===== src/rtl/movegen_host.sv =====
// -----------------------------------------------------------------------------
// movegen_host
//
// Host-side sequencer for a move-generator accelerator. It accepts one command
// (piece id, input board address, output base address) and programs the
// generator over an Avalon-MM master port:
//   reg 1 <= board address, reg 2 <= sign-extended piece, reg 3 <= out address,
//   reg 0 <= 1 (start), then a read of reg 0, which the generator stalls until
//   generation is done and which returns the number of boards written.
// The result is reported with a one-cycle resp_valid pulse.
//
// Optional feature (macro MOVEGEN_TIMEOUT_EN): a watchdog on the status read.
// After TIMEOUT_CYCLES stalled cycles it abandons the read and responds with
// resp_error=1, resp_count=0. Without the macro the read waits indefinitely
// and resp_error is constant 0.
//
// Ports
//   clk, rst                 clock, synchronous active-high reset
//   cmd_valid / cmd_ready    command handshake (ready only while idle)
//   cmd_piece                signed 8-bit piece id
//   cmd_board_addr           byte address of the 64-byte input board
//   cmd_out_addr             byte address of the first output board
//   resp_valid               one-cycle completion pulse
//   resp_count, resp_error   result, held until the next accepted command
//   gen_address, gen_write, gen_read, gen_writedata,
//   gen_readdata, gen_waitrequest   Avalon-MM master to the generator
// -----------------------------------------------------------------------------
module movegen_host #(
    parameter int unsigned TIMEOUT_CYCLES = 4096
) (
    input  logic               clk,
    input  logic               rst,
    input  logic               cmd_valid,
    output logic               cmd_ready,
    input  logic signed [7:0]  cmd_piece,
    input  logic [31:0]        cmd_board_addr,
    input  logic [31:0]        cmd_out_addr,
    output logic               resp_valid,
    output logic [31:0]        resp_count,
    output logic               resp_error,
    output logic [3:0]         gen_address,
    output logic               gen_write,
    output logic               gen_read,
    output logic [31:0]        gen_writedata,
    input  logic [31:0]        gen_readdata,
    input  logic               gen_waitrequest
);

    typedef enum logic [2:0] {
        S_IDLE,
        S_WR_BOARD,
        S_WR_PIECE,
        S_WR_OUT,
        S_WR_START,
        S_RD_STATUS,
        S_RESP
    } state_t;

    localparam logic [3:0] REG_CTRL  = 4'd0;
    localparam logic [3:0] REG_BOARD = 4'd1;
    localparam logic [3:0] REG_PIECE = 4'd2;
    localparam logic [3:0] REG_OUT   = 4'd3;

    state_t      state_q;
    logic        cmd_ready_q;
    logic        resp_valid_q;
    logic [31:0] resp_count_q;
    logic [3:0]  gen_address_q;
    logic        gen_write_q;
    logic        gen_read_q;
    logic [31:0] gen_writedata_q;
    logic [31:0] piece_ext_q;
    logic [31:0] out_addr_q;

    // Piece ids are signed; the generator register expects a 32-bit value.
    function automatic logic [31:0] sext_piece(input logic signed [7:0] p);
        return {{24{p[7]}}, p};
    endfunction

`ifdef MOVEGEN_TIMEOUT_EN
    localparam int unsigned WDOG_W = $clog2(TIMEOUT_CYCLES + 1);

    logic              resp_error_q;
    logic [WDOG_W-1:0] wdog_q;
    logic [WDOG_W-1:0] wdog_d;
    logic              wdog_expired;

    always_comb begin
        wdog_d       = wdog_q + WDOG_W'(1);
        // wdog_q counts stalled status cycles already seen; this edge would
        // be the TIMEOUT_CYCLES-th one.
        wdog_expired = (wdog_q == WDOG_W'(TIMEOUT_CYCLES - 1));
    end

    assign resp_error = resp_error_q;
`else
    // The watchdog limit only matters when the watchdog is built.
    if (TIMEOUT_CYCLES == 0) begin : g_timeout_unused
    end

    assign resp_error = 1'b0;
`endif

    always_ff @(posedge clk) begin
        if (rst) begin
            state_q         <= S_IDLE;
            cmd_ready_q     <= 1'b1;
            resp_valid_q    <= 1'b0;
            resp_count_q    <= '0;
            gen_address_q   <= '0;
            gen_write_q     <= 1'b0;
            gen_read_q      <= 1'b0;
            gen_writedata_q <= '0;
            piece_ext_q     <= '0;
            out_addr_q      <= '0;
`ifdef MOVEGEN_TIMEOUT_EN
            resp_error_q    <= 1'b0;
            wdog_q          <= '0;
`endif
        end else begin
            case (state_q)
                S_IDLE: begin
                    if (cmd_valid && cmd_ready_q) begin
                        // Board address goes straight into the first write;
                        // the other two fields are kept for later writes.
                        state_q         <= S_WR_BOARD;
                        cmd_ready_q     <= 1'b0;
                        gen_write_q     <= 1'b1;
                        gen_address_q   <= REG_BOARD;
                        gen_writedata_q <= cmd_board_addr;
                        piece_ext_q     <= sext_piece(cmd_piece);
                        out_addr_q      <= cmd_out_addr;
                        resp_count_q    <= '0;
`ifdef MOVEGEN_TIMEOUT_EN
                        resp_error_q    <= 1'b0;
`endif
                    end
                end
                S_WR_BOARD: begin
                    if (!gen_waitrequest) begin
                        state_q         <= S_WR_PIECE;
                        gen_address_q   <= REG_PIECE;
                        gen_writedata_q <= piece_ext_q;
                    end
                end
                S_WR_PIECE: begin
                    if (!gen_waitrequest) begin
                        state_q         <= S_WR_OUT;
                        gen_address_q   <= REG_OUT;
                        gen_writedata_q <= out_addr_q;
                    end
                end
                S_WR_OUT: begin
                    if (!gen_waitrequest) begin
                        state_q         <= S_WR_START;
                        gen_address_q   <= REG_CTRL;
                        gen_writedata_q <= 32'd1;
                    end
                end
                S_WR_START: begin
                    if (!gen_waitrequest) begin
                        state_q         <= S_RD_STATUS;
                        gen_write_q     <= 1'b0;
                        gen_read_q      <= 1'b1;
                        gen_address_q   <= REG_CTRL;
                        gen_writedata_q <= '0;
`ifdef MOVEGEN_TIMEOUT_EN
                        wdog_q          <= '0;
`endif
                    end
                end
                S_RD_STATUS: begin
                    if (!gen_waitrequest) begin
                        state_q      <= S_RESP;
                        gen_read_q   <= 1'b0;
                        resp_count_q <= gen_readdata;
                        resp_valid_q <= 1'b1;
`ifdef MOVEGEN_TIMEOUT_EN
                    end else if (wdog_expired) begin
                        // Abandon the stalled read and report the failure.
                        state_q      <= S_RESP;
                        gen_read_q   <= 1'b0;
                        resp_count_q <= '0;
                        resp_error_q <= 1'b1;
                        resp_valid_q <= 1'b1;
                    end else begin
                        wdog_q <= wdog_d;
`endif
                    end
                end
                S_RESP: begin
                    state_q      <= S_IDLE;
                    resp_valid_q <= 1'b0;
                    cmd_ready_q  <= 1'b1;
                end
                default: begin
                    state_q      <= S_IDLE;
                    cmd_ready_q  <= 1'b1;
                    resp_valid_q <= 1'b0;
                    gen_write_q  <= 1'b0;
                    gen_read_q   <= 1'b0;
                end
            endcase
        end
    end

    assign cmd_ready     = cmd_ready_q;
    assign resp_valid    = resp_valid_q;
    assign resp_count    = resp_count_q;
    assign gen_address   = gen_address_q;
    assign gen_write     = gen_write_q;
    assign gen_read      = gen_read_q;
    assign gen_writedata = gen_writedata_q;

endmodule

===== config.mk =====
export PLATFORM = sky130hd
export DESIGN_NAME = movegen_host
export DESIGN_NICKNAME = d
export VERILOG_FILES = /design/src/rtl/movegen_host.sv
export SDC_FILE = /design/constraint.sdc
export NUM_CORES = 1
export LEC_CHECK = 0
export ABC_AREA = 1
export BUFFER_PORTS_ARGS = -buffer_cell sky130_fd_sc_hd__buf_2
export CAP_MARGIN = 20
export CORE_ASPECT_RATIO = 1.75
export CORE_MARGIN = 4
export CORE_UTILIZATION = 51
export DETAILED_ROUTE_END_ITERATION = 12
export PLACE_DENSITY = 0.85
export SLEW_MARGIN = 5
export SYNTH_ARGS = -nofsm -noshare
export SYNTH_HDL_FRONTEND = slang
export SYNTH_SLANG_ARGS = --single-unit

===== constraint.sdc =====
create_clock -name clk -period 1.46 [get_ports clk]
set_input_delay 0.073 -clock clk [delete_from_list [all_inputs] [get_ports clk]]
set_output_delay 0.073 -clock clk [all_outputs]
set_load 0.05 [all_outputs]

### Word-level counts from Yosys, hierarchy flattened

Index checks and enable logic that the tools add are counted.

* memories: 0
* ROM bits: 0
* word-level logic and storage cells: 75
* memory bits (writable): 0
* register bits: 115
* bits in latches: 0
* input port bits: 108

* div/mod/pow operators: 0
* multiplexer cells: 29
* shifts and indexed selects: 0
* reductions and logical operators: 19
* equal/unequal tests: 13
* $lt $le $gt $ge: 0
* $mul: 0
* $add $sub $neg: 0
* bitwise operators: 4

Operators with widths (number)
* $mux W32: 7
* $pmux W32 S5: 1
* $pmux W32 S2: 1
* $reduce_or A5 Y1: 4
* $mux W3: 6
* $pmux W3 S6: 1
* $mux W4: 4
* $pmux W4 S4: 1
* $ne A2 B2 Y1 const B: 7
* $reduce_and A6 Y1: 2
* $eq A3 B3 Y1 const B: 3
* $reduce_and A3 Y1: 3
* $eq A3 B2 Y1 const B: 2
* $pmux W1 S3: 2
* $reduce_and A2 Y1: 3
* $reduce_and A5 Y1: 1
* $reduce_bool A5 Y1: 1
* $mux W1: 4
* $not A1 Y1: 4
* $pmux W1 S2: 2
* $reduce_bool A4 Y1: 1
* $eq A3 B1 Y1 const B: 1
* $logic_not A3 Y1: 1
* $reduce_bool A2 Y1: 1
* 2 further kinds: 2

### Depth between registers and ports, before layout

* word-level depth: 4
* depth in mapped cells: 10

### Worst setup path after synthesis

Ideal clock, no wire load.

* path kind: reg2reg
* from: reg cmd_ready_q (netlist: cmd_ready)
* to: reg out_addr_q[20]
* cell stages (with the launch flop): 7
* arrival time: 1413 ps
* library setup time: 132 ps
* slack: -86 ps
* data required time: 1328 ps
* buffers on the path: 3
* cells stage by stage: dfxtp_1 > nand4_2 > buf_4 > buf_6 > buf_6 > nand2_1 > a21oi_1

* word-level cells in the longest chain between the ends: 2

Ends and longest elaborated chain
* from (decl): line 65 `logic cmd_ready_q;`
* from (signal assigned): line 107 `cmd_ready_q <= 1'b1;`
* from (signal assigned): line 127 `cmd_ready_q <= 1'b0;`
* from (signal assigned): line 194 `cmd_ready_q <= 1'b1;`
* $logic_and A1 B1 Y1: line 123 `if (cmd_valid && cmd_ready_q) begin`
* $reduce_and A2 Y1 (no line)
* to (signal assigned): line 132 `out_addr_q <= cmd_out_addr;`
* to (decl): line 73 `logic [31:0] out_addr_q;`

No other way between the ends.
A chain may end at the register's enable or synchronous reset.

### Final worst setup path

* from: reg state_q[1]
* to: reg out_addr_q[0]

* word-level cells in the longest chain between the ends: 2

Ends and longest elaborated chain
* from (decl): line 64 `state_t state_q;`
* from (signal assigned): line 106 `state_q <= S_IDLE;`
* from (signal assigned): line 126 `state_q <= S_WR_BOARD;`
* from (signal assigned): line 141 `state_q <= S_WR_PIECE;`
* $logic_not A3 Y1: line 121 `case (state_q)`
* $reduce_and A2 Y1 (no line)

No other way between the ends.

==> results.cfg <==
[power_and_ir_drop]
switching_power_mw = 7.74
clock_power_share_pct = 25.0
p_int_mw = 9.68
ir_drop_mv = 1.54
power_frac_comb_pct = 49.8
power.density_mw_per_mm2 = 2140
cellLeakagePower_nw = 3.98
p_seq_share_pct = 25.2
swShare_pct = 44.4

[clocking]
cts.clk_slew.worst_paths_ps = 50
cts_tree = yes
cts.sinks = 113
root_buffer = clkbuf_16
numCtsBuffers = 17
clkLatencyLatePin_ps = 410
clock_path_buffers = 2
htree_levels = 4

[synth]
synth_seq_area_share_pct = 42.2
synth-compound-area-share_pct = 7.90
postSynthCellCount = 796
yosys.area_share.adder_pct = 0
synth_cell_types = 21
ys_ff_latch = 113
yosysWarnings = 0
postSynthAreaPerCell_um2 = 6.73
muxShareOfSynthArea_pct = 0
netlist_area_mm2 = 0.00536
synth_xor_area_share_pct = 0
synthSimpleGateAreaFrac_pct = 37.2
synth_top_family_by_area = simple AND/OR/NAND/NOR gates

[timing]
hold_ws_ps = 2.66
fmax_mhz = 707
worst_slew_pin_slew_ps = 548
rsz0062_at_grt = yes
min_period_over_period_pct = 96.9
layout_setup_ws_ps = 45.1
clock_skew_ps = 7.58
slew_headroom_pct = 63.5
setup_violations = 0
hold_viol_final = 0
min_period_ps = 1410
slew_viol_final = 0

[setup_path]
required_ps = 1750
crit_chain = buf_12 > nor2_8 > nand4_4 > buf_4 > o21ai_0 > a21oi_1
crit_fanout = 18
cpPeakStageDelay_ps = 320
start_kind = flip-flop
critPathBufInv = 2
timing.rr.start = state_q[1]$_SDFFE_PP0P_
cp-startpoint = state_q[1]$_SDFFE_PP0P_
crit_family = buffers and inverters
path_class = flip-flop to flip-flop
end_kind = flip-flop
crit_slowest_cell = dfxtp_2
crit_arrival_ps = 1700

[drt]
vias_per_cell = 5.34
wl_per_cell_um = 15.4
drtPass1Iterations = 6
ant_nets = 0
num_vias = 6433
drcViolationCount = 0
drtIter0Drc = 484
wl_mm = 18.6

[grt]
grt_pass1_vias = 6348
overflow = 0
grt_pass1_wl_mm = 28.9
grt_usage_pct = 29.1
grt_start_max_net_pins = 52
antenna_found_initial = 1

[worst_hold_path]
hp-start = cmd_board_addr[13]
hold_class = primary input to flip-flop

[floorplanning]
dieHeight_um = 144
die_area_mm2 = 0.0123
rows = 49
io_pins = 181
chipWidth_um = 85.5
core-area_mm2 = 0.0103
initial_core_util_pct = 52.0

[cells_and_area]
layout-drive-gt1-share_pct = 24.6
utilization_pct = 78.9
syn2layout_area_growth_pct = 51.7
fin_nets = 1171

[placement]
dpl.hpwl_mm = 10.1
portBuffers = 177
dp_slack_ps = 13.9
gp_congestion = 0.877

[status]
outcome = finished, final reports clean

[job]
max_cap_violations = 0
==> cell type report <==
type	instances	area, um2
diodes	3	7.51
clock buffers	21	460
clock inverters	10	159
fillers	680	2180
inverters	78	313
multi-input cells	546	2460
flip-flops and latches	113	2270
well taps	127	159
repair buffers	307	2290
==> path summary, 6_finish.rpt <==
path,slack (ps),end,depth (start not counted)
setup / recovery,50,out_addr_q[0]$_SDFFE_PP0P_,6
hold / removal,3,gen_writedata[13]$_SDFFE_PP0P_,5
setup reg to reg,50,out_addr_q[0]$_SDFFE_PP0P_,6
hold reg to reg,470,out_addr_q[4]$_SDFFE_PP0P_,2
==> metal layers <==
metal | part of all wire [%] | global-route usage, % | wire [um] | vias to the layer above
met2 | 51 | 50.0 | 9490 | 386
met1 | 35 | 31.0 | 6520 | 2864
met3 | 7.4 | 7.23 | 1380 | 136
li1 | - | - | - | 3047
met4 | 6.4 | 19.7 | 1180 | 0
met5 | 0 | 0 | 0 | -
==> state kept, by name, indices dropped and copies added (netlist names), 2 cells and up <==
signal,cells
piece_ext_q,8
gen_writedata,32
state_q,3
resp_count,32
gen_address,2
out_addr_q,32
==> cells in the final DEF (no fill, tap or decap), drive strengths merged, types with 25 or more instances in the layout <==
| cell | netlist | routed |
|---|---|---|
| a21oi | 75 | 75 |
| inv | 78 | 77 |
| nand2 | 257 | 257 |
| clkbuf | 17 | 25 |
| nor2 | 84 | 84 |
| dlygate4sd3 | 0 | 97 |
| buf | 44 | 206 |
| nand4 | 33 | 33 |
| dfxtp | 113 | 113 |
| nand3 | 85 | 85 |
==> power by group through the flow <==
stage | clock network, mW | registers (mW) | logic, mW
3_5_place_dp | 0 | 4.42 | 7.65
2_1_floorplan | 0 | 6.25 | 4.25
4_1_cts | 4.38 | 4.37 | 7.93
5_1_grt | 4.53 | 4.49 | 9.39
3_3_place_gp | 0 | 4.40 | 7.53
6_report | 4.35 | 4.40 | 8.67
==> synth_stat cells <==
cell type	count	area [um2]
nor2_8	2	40.0
o21ai_0	8	40.0
nand3_4	2	35.0
nand4_1	31	194
buf_1	1	3.75
nand2_2	4	25.0
inv_4	3	18.8
buf_4	14	105
nand2_1	253	950
clkbuf_1	17	63.8
o21a_1	1	7.51
inv_2	2	7.51
buf_2	20	100
nand4_2	2	25.0
inv_1	73	274
conb_1	1	3.75
nand3_1	83	415
nor2_1	82	308
buf_6	9	101
dfxtp_1	113	2260
a21oi_1	75	375
==> through the flow <==
stage,area (um2),cells,TNS (ps),power [mW]
after floorplan,5360,798,0,10.5
after global placement,6340,1067,0,11.9
after detailed placement,6340,1067,0,12.1
after CTS,7930,1195,0,16.7
after global routing,8120,1203,-65.3,18.4
final,8120,1205,0,17.4
==> cell families after synthesis <==
logic type | count (synthesis)
AND/OR/NAND/NOR | 459
buffers and inverters | 139
flip-flops | 113
AO/OA/AOI/OAI | 84
other | 1
==> worst reg2reg max path, delay by kind of cell, from the launching register on <==
family	cells	cell delay, ps
buf+inv	2	410
compound gates	2	250
flops	1	320
simple gates	2	300
==> what timing repair did <==
action / 4_1_cts / 5_1_grt
gates resized for setup: 1 / 18
setup endpoints to repair: 2 / 73
pin swaps: 0 / 1
hold buffers: 97 / 0
buffers inserted: 0 / 3
gates cloned: 0 / 4
hold endpoints to repair: 98 / 0
Note: power is estimated with default switching activity, not from simulation.
